File: src/rtl/edge_arb_pkg.sv
// Shared types for the edge-event arbiter: per-channel edge mode and arbiter FSM state.
package edge_arb_pkg;
   typedef enum logic [1:0] {EDGE_OFF, EDGE_RISE, EDGE_FALL, EDGE_BOTH} edge_mode_t;
   typedef enum logic {ST_IDLE, ST_OFFER} edge_arb_state_t;
endpackage

File: src/rtl/edge_event_channel.sv
// One watched input: edge detect, mode qualify, saturating pending count, sticky overflow.
module edge_event_channel
   import edge_arb_pkg::*;
#(
   parameter int CNT_W = 4
) (
   input  logic       clk,
   input  logic       resetn,
   input  logic       a,
   input  logic [1:0] mode,
   input  logic       dec,
   input  logic       ovf_clr,
   output logic       nonzero,
   output logic       ovf
);

   localparam logic [CNT_W-1:0] CNT_MAX = {CNT_W{1'b1}};

   logic             a_q;
   logic [CNT_W-1:0] cnt_q, cnt_d;
   logic             ovf_q, ovf_d;
   logic             rise, fall, hit, sat;

   assign rise = a & ~a_q;
   assign fall = ~a & a_q;

   // Qualify the edge seen this clock against the mode presented on the same clock
   always_comb begin
      hit = 1'b0;
      case (edge_mode_t'(mode))
         EDGE_RISE: hit = rise;
         EDGE_FALL: hit = fall;
         EDGE_BOTH: hit = rise | fall;
         default:   hit = 1'b0;
      endcase
   end

   // Increment and grant decrement cancel; a full counter drops the edge and flags overflow
   always_comb begin
      sat   = hit && !dec && (cnt_q == CNT_MAX);
      cnt_d = cnt_q;
      if (hit && !dec && !sat) cnt_d = cnt_q + 1'b1;
      else if (!hit && dec)    cnt_d = cnt_q - 1'b1;
      ovf_d = ovf_q;
      if (ovf_clr) ovf_d = 1'b0;
      if (sat)     ovf_d = 1'b1;
   end

   // Input history, count and overflow state
   always_ff @(posedge clk or negedge resetn) begin
      if (!resetn) begin
         a_q   <= 1'b0;
         cnt_q <= '0;
         ovf_q <= 1'b0;
      end else begin
         a_q   <= a;
         cnt_q <= cnt_d;
         ovf_q <= ovf_d;
      end
   end

   assign nonzero = (cnt_q != '0);
   assign ovf     = ovf_q;

endmodule

File: src/rtl/edge_event_arbiter.sv
// Multi-channel edge-event scheduler: per-channel queued edges served round-robin
// through one valid/ready event port.
module edge_event_arbiter
   import edge_arb_pkg::*;
#(
   parameter int N_CH  = 4,
   parameter int CNT_W = 4
) (
   input  logic                    clk,
   input  logic                    resetn,
   input  logic [N_CH-1:0]         a,
   input  logic [2*N_CH-1:0]       mode,
   output logic                    evt_valid,
   input  logic                    evt_ready,
   output logic [$clog2(N_CH)-1:0] evt_ch,
   output logic [N_CH-1:0]         ovf,
   input  logic [N_CH-1:0]         ovf_clr,
   output logic                    pending
);

   localparam int CH_W = $clog2(N_CH);

   edge_arb_state_t state_q;
   logic [CH_W-1:0] rr_q, evt_ch_q, sel, idx, rr_d;
   logic            evt_valid_q, any, load;
   logic [N_CH-1:0] nonzero, dec;

   for (genvar i = 0; i < N_CH; i++) begin : g_ch
      edge_event_channel #(.CNT_W(CNT_W)) u_ch (
         .clk     (clk),
         .resetn  (resetn),
         .a       (a[i]),
         .mode    (mode[2*i +: 2]),
         .dec     (dec[i]),
         .ovf_clr (ovf_clr[i]),
         .nonzero (nonzero[i]),
         .ovf     (ovf[i])
      );
   end

   assign any = |nonzero;
   // A new event loads from idle, or back-to-back on the handshake of the current one
   assign load = any && ((state_q == ST_IDLE) || evt_ready);

   // Round-robin pick: first non-empty channel at or after the pointer, with wrap
   always_comb begin
      sel = '0;
      idx = '0;
      for (int k = N_CH - 1; k >= 0; k--) begin
         idx = CH_W'((int'(rr_q) + k) % N_CH);
         if (nonzero[idx]) sel = idx;
      end
      rr_d = (sel == CH_W'(N_CH - 1)) ? '0 : sel + 1'b1;
   end

   // Grant decrement goes to the selected channel only
   always_comb begin
      dec = '0;
      for (int i = 0; i < N_CH; i++) dec[i] = load && (sel == CH_W'(i));
   end

   // Offer FSM; evt_ch only changes on a load so it stays stable while offered
   always_ff @(posedge clk or negedge resetn) begin
      if (!resetn) begin
         state_q     <= ST_IDLE;
         evt_valid_q <= 1'b0;
         evt_ch_q    <= '0;
         rr_q        <= '0;
      end else begin
         case (state_q)
            ST_IDLE: begin
               if (load) begin
                  evt_ch_q    <= sel;
                  evt_valid_q <= 1'b1;
                  rr_q        <= rr_d;
                  state_q     <= ST_OFFER;
               end
            end
            ST_OFFER: begin
               if (load) begin
                  evt_ch_q <= sel;
                  rr_q     <= rr_d;
               end else if (evt_ready) begin
                  evt_valid_q <= 1'b0;
                  state_q     <= ST_IDLE;
               end
            end
            default: begin
               evt_valid_q <= 1'b0;
               state_q     <= ST_IDLE;
            end
         endcase
      end
   end

   assign evt_valid = evt_valid_q;
   assign evt_ch    = evt_ch_q;
   assign pending   = any;

endmodule

File: config.mk
export PLATFORM = sky130hd
export DESIGN_NAME = edge_event_arbiter
export DESIGN_NICKNAME = d
export VERILOG_FILES = /design/src/rtl/edge_arb_pkg.sv /design/src/rtl/edge_event_channel.sv /design/src/rtl/edge_event_arbiter.sv
export SDC_FILE = /design/constraint.sdc
export NUM_CORES = 1
export LEC_CHECK = 0
export ABC_CLOCK_PERIOD_IN_PS = 6400
export CAP_MARGIN = 20
export CELL_PAD_IN_SITES_DETAIL_PLACEMENT = 1
export CELL_PAD_IN_SITES_GLOBAL_PLACEMENT = 2
export CORE_UTILIZATION = 30
export CTS_CLUSTER_DIAMETER = 150
export CTS_CLUSTER_SIZE = 28
export DETAILED_ROUTE_END_ITERATION = 16
export PLACE_DENSITY = 0.74
export SYNTH_ARGS = -nofsm -noshare
export SYNTH_HDL_FRONTEND = slang
export SYNTH_HIERARCHICAL = 1
export SYNTH_SLANG_ARGS = --single-unit
File: constraint.sdc
create_clock -name clk -period 6.4 [get_ports clk]
set_clock_uncertainty 0.15 [all_clocks]
set_input_delay 1.28 -clock clk [delete_from_list [all_inputs] [get_ports clk]]
set_output_delay 1.28 -clock clk [all_outputs]
set_load 0.005 [all_outputs]
==> summary.md <==
| Metric | Value |
|---|---|
| Worst slack at placement | `just over 2 ns` |
| Layout cell share with drive strength beyond 1 | `0.1371` |
| Layout area overhead | `19.83%` |
| Worst Setup Slack, final | `2.358 ns` |
| Slew Limit Fails | `0` |
| Die width | `88.41 µm` |
| Cell Rows | `31` |
| Syn Area/Cell | `a little over 10 µm²` |
| Top-area cell type share of the netlist area | `0.3352` |
| Final min period | `4.042 ns` |
| Core ar. | `7253 µm²` |
| Starting Density | `0.3088` |
| Final setup violation count | `0` |
| Final Hold Vio Count | `0` |
| Total negative slack | `0 ns` |
| Utilization after layout | `0.3700` |
| Number of fill cells | `841` |
| Dpl hpwl | `between 3 and 4 mm` |
| CP required | `6.46 ns` |
| Clock-pin slew on the worst setup and hold paths | `0.07 ns` |
| Largest net degree at the start of global routing | `31` |
| Layout Cells excl Fill | `between 300 and 400` |
| Max-cap viol count | `0` |
| Setup repair bufs after CTS | `0` |
| Final WL | `4.693 mm` |
| Leak Pwr | `1.160 nW` |
| Placed cells | `340` |
| Setup crit end kind | `register` |
| Cell Area, Synth | `about 2200 µm²` |
| Cells after Synth | `219` |
| Final Net Count | `291` |
| Final antenna diode count | `0` |
| Status | `finished, final reports clean` |
| Distinct cells, synth | `48` |
| H-tree depth | `2` |
| Worst Hold Class | `reg -> reg` |
| Crit start category | `input port` |
| Syn_nets | `262` |
| DR pass1 iterations | `4` |
| Clk sinks | `30` |
| Crit path kind | `in -> reg` |
| Mean number of vias per cell | `~4.8` |
| Relative slew slack | `0.7201` |
| Critical Path AT | `4.10 ns` |
| IO Pins | `27` |
| Clock tree buffer depth | `2` |
| PostCTS Resize Cnt | `0` |
| Vias in the first global route | `1769` |
| Period utilisation layout | `0.6315` |
| Worst-Margin Slew | `0.4198 ns` |
| Pwr/cell area | `412.7 nW/µm²` |
| Total CTS buffers | `5` |
| Die area | `7815 µm²` |
| Global-route wire length before repair | `8.231 mm` |
| Detail Route Antenna Nets | `0` |
| Root buffer cell | `clkbuf_8` |
| Initial DRC Count | `32` |
| Synth warn | `6` |
| GRT overflow | `0` |
| Seq cells post-synth | `30` |
| Max Freq | `247.4 MHz` |
| Cts hold-fix bufs | `0` |
| Peak VDD IR | `between 0.1 and 0.15 mV` |
| CTS tree | `yes` |
| Routability Congestion | `around 0.71` |
| Routed via count | `~1700` |
| Wire per inst | `13.52 µm` |
| Initial antenna violation count | `0` |
| Gr usage total | `0.1378` |
| Remaining DRCs | `0` |
| Crit Path Max Fanout | `8` |
| Unrepaired setup endpoints after global routing | `no` |
| Clock Latency Late Sink | `~0.29 ns` |
| Seq/Total Area, Yosys | `0.3352` |
| Top cells by area, synth | `dfrtp_1 (34%), ha_1 (11%), xor2_1 (4.3%), mux2i_1 (4.0%), fa_1 (3.6%)` |
| Die height | `88.41 µm` |
| PortBufs | `26` |
| Yosys top cell by area | `dfrtp_1` |
report_power, final:
part,internal [mW],switching [mW],leakage (nW)
Clock,0.0729,0.0754,0.0438
Sequential,0.266,0.0945,0.354
Combinational,0.305,0.294,0.762
per-stage QoR:
stage	total power, mW	cell area [µm²]	hold slack (ns)
after detailed placement	0.9707	2605	0.3110
after global routing	1.233	2684	0.3534
after CTS	1.128	2684	0.3183
after floorplan	0.8126	2240	0.2835
after global placement	0.9475	2605	0.3027
final	1.108	2684	0.3147
per-layer routing:
| layer | global-route usage | wire, µm |
|---|---|---|
| met4 | 0.04839 | 68 |
| met5 | 0 | 0 |
| met1 | 0.1799 | 2342 |
| met3 | 0.03358 | 123 |
| met2 | 0.2224 | 2158 |
sequential cells by signal (all words and copies together) (netlist names):
name and count:
rr_q 2, evt_valid 1, evt_ch 2, g_ch.u_ch/a_q 4
g_ch.u_ch/ovf 4, g_ch.u_ch/cnt_q 16, state_q 1
layout make-up:
cell class	instances	area (µm²)	area share
Clock buffer	5	68.82	0.02564
Clock inverter	2	10.01	0.003730
Inverter	16	60.06	0.02238
Multi-Input combinational cell	168	1403	0.5226
Sequential cell	30	750.7	0.2797
Tap cell	99	123.9	0.04615
Timing Repair Buffer	27	267.8	0.09977
cells by family after synthesis:
family	after synthesis	synth area share
AOI/OAI and AO/OA	51	0.1782
xor gates and xnor gates	13	0.05084
muxes	12	0.05531
DFF	30	0.3352
and+or+nand+nor	68	0.1944
buffers and inverters	21	0.03854
adders and majority gates	24	0.1475
synth_stat cells (all sizes together):
master	number
a31oi	7
a21oi	13
a22oi	4
and2	1
o22a	1
a2bb2o	1
o21ai	7
ha	20
inv	16
xor2	11
dfrtp	30
a32o	2
nor4	1
mux2i	9
and4	1
and2b	1
a211oi	1
a41o	1
nor2	5
and3	6
or4	4
nand2b	12
nand4	3
nand3b	2
o22ai	9
nand2	18
mux2	3
nand3	5
a21boi	1
buf	1
a21o	4
nor2b	3
fa	4
clkbuf	4
xnor2	2
or2	6
final timing paths:
check	from	to	slack [ns]	depth (start not counted)
setup / recovery	a[0]	g_ch[0].u_ch/cnt_q[3]	2.36	13
hold / removal	state_q	evt_valid	0.31	1
setup reg to reg	g_ch[0].u_ch/cnt_q[0]	g_ch[0].u_ch/cnt_q[3]	2.51	13
hold reg to reg	state_q	evt_valid	0.31	1
max in group asynchronous	resetn	g_ch[2].u_ch/a_q	4.54	2
min in group asynchronous	resetn	g_ch[3].u_ch/a_q	1.24	2
cells in the final DEF (no fill, tap or decap), types with 4 or more instances in the layout:
cell,synthesis,layout
and3_1,6,6
nand2b_1,9,9
nor2_1,5,5
a21o_1,4,4
dfrtp_1,30,30
xor2_1,11,11
clkbuf_8,0,5
ha_1,20,20
mux2i_1,9,9
or4_1,4,4
nand3_1,5,5
o22ai_1,9,9
a21oi_1,12,12
fa_1,4,4
a22oi_1,4,4
o21ai_0,4,4
clkdlybuf4s50_1,0,26
inv_1,15,15
a31oi_1,4,4
nand2_1,14,14
critical path, stage by stage:
cell	delay (ns)
clkdlybuf4s50_1	0.50
inv_1	0.06
ha_1	0.28
nand2b_1	0.18
a31oi_4	0.30
nand2_2	0.14
or2_1	0.28
ha_1	0.29
a21o_1	0.10
a21oi_1	0.07
or2_2	0.27
o22ai_1	0.18
xor2_1	0.17
(Power assumes the default switching activity.)
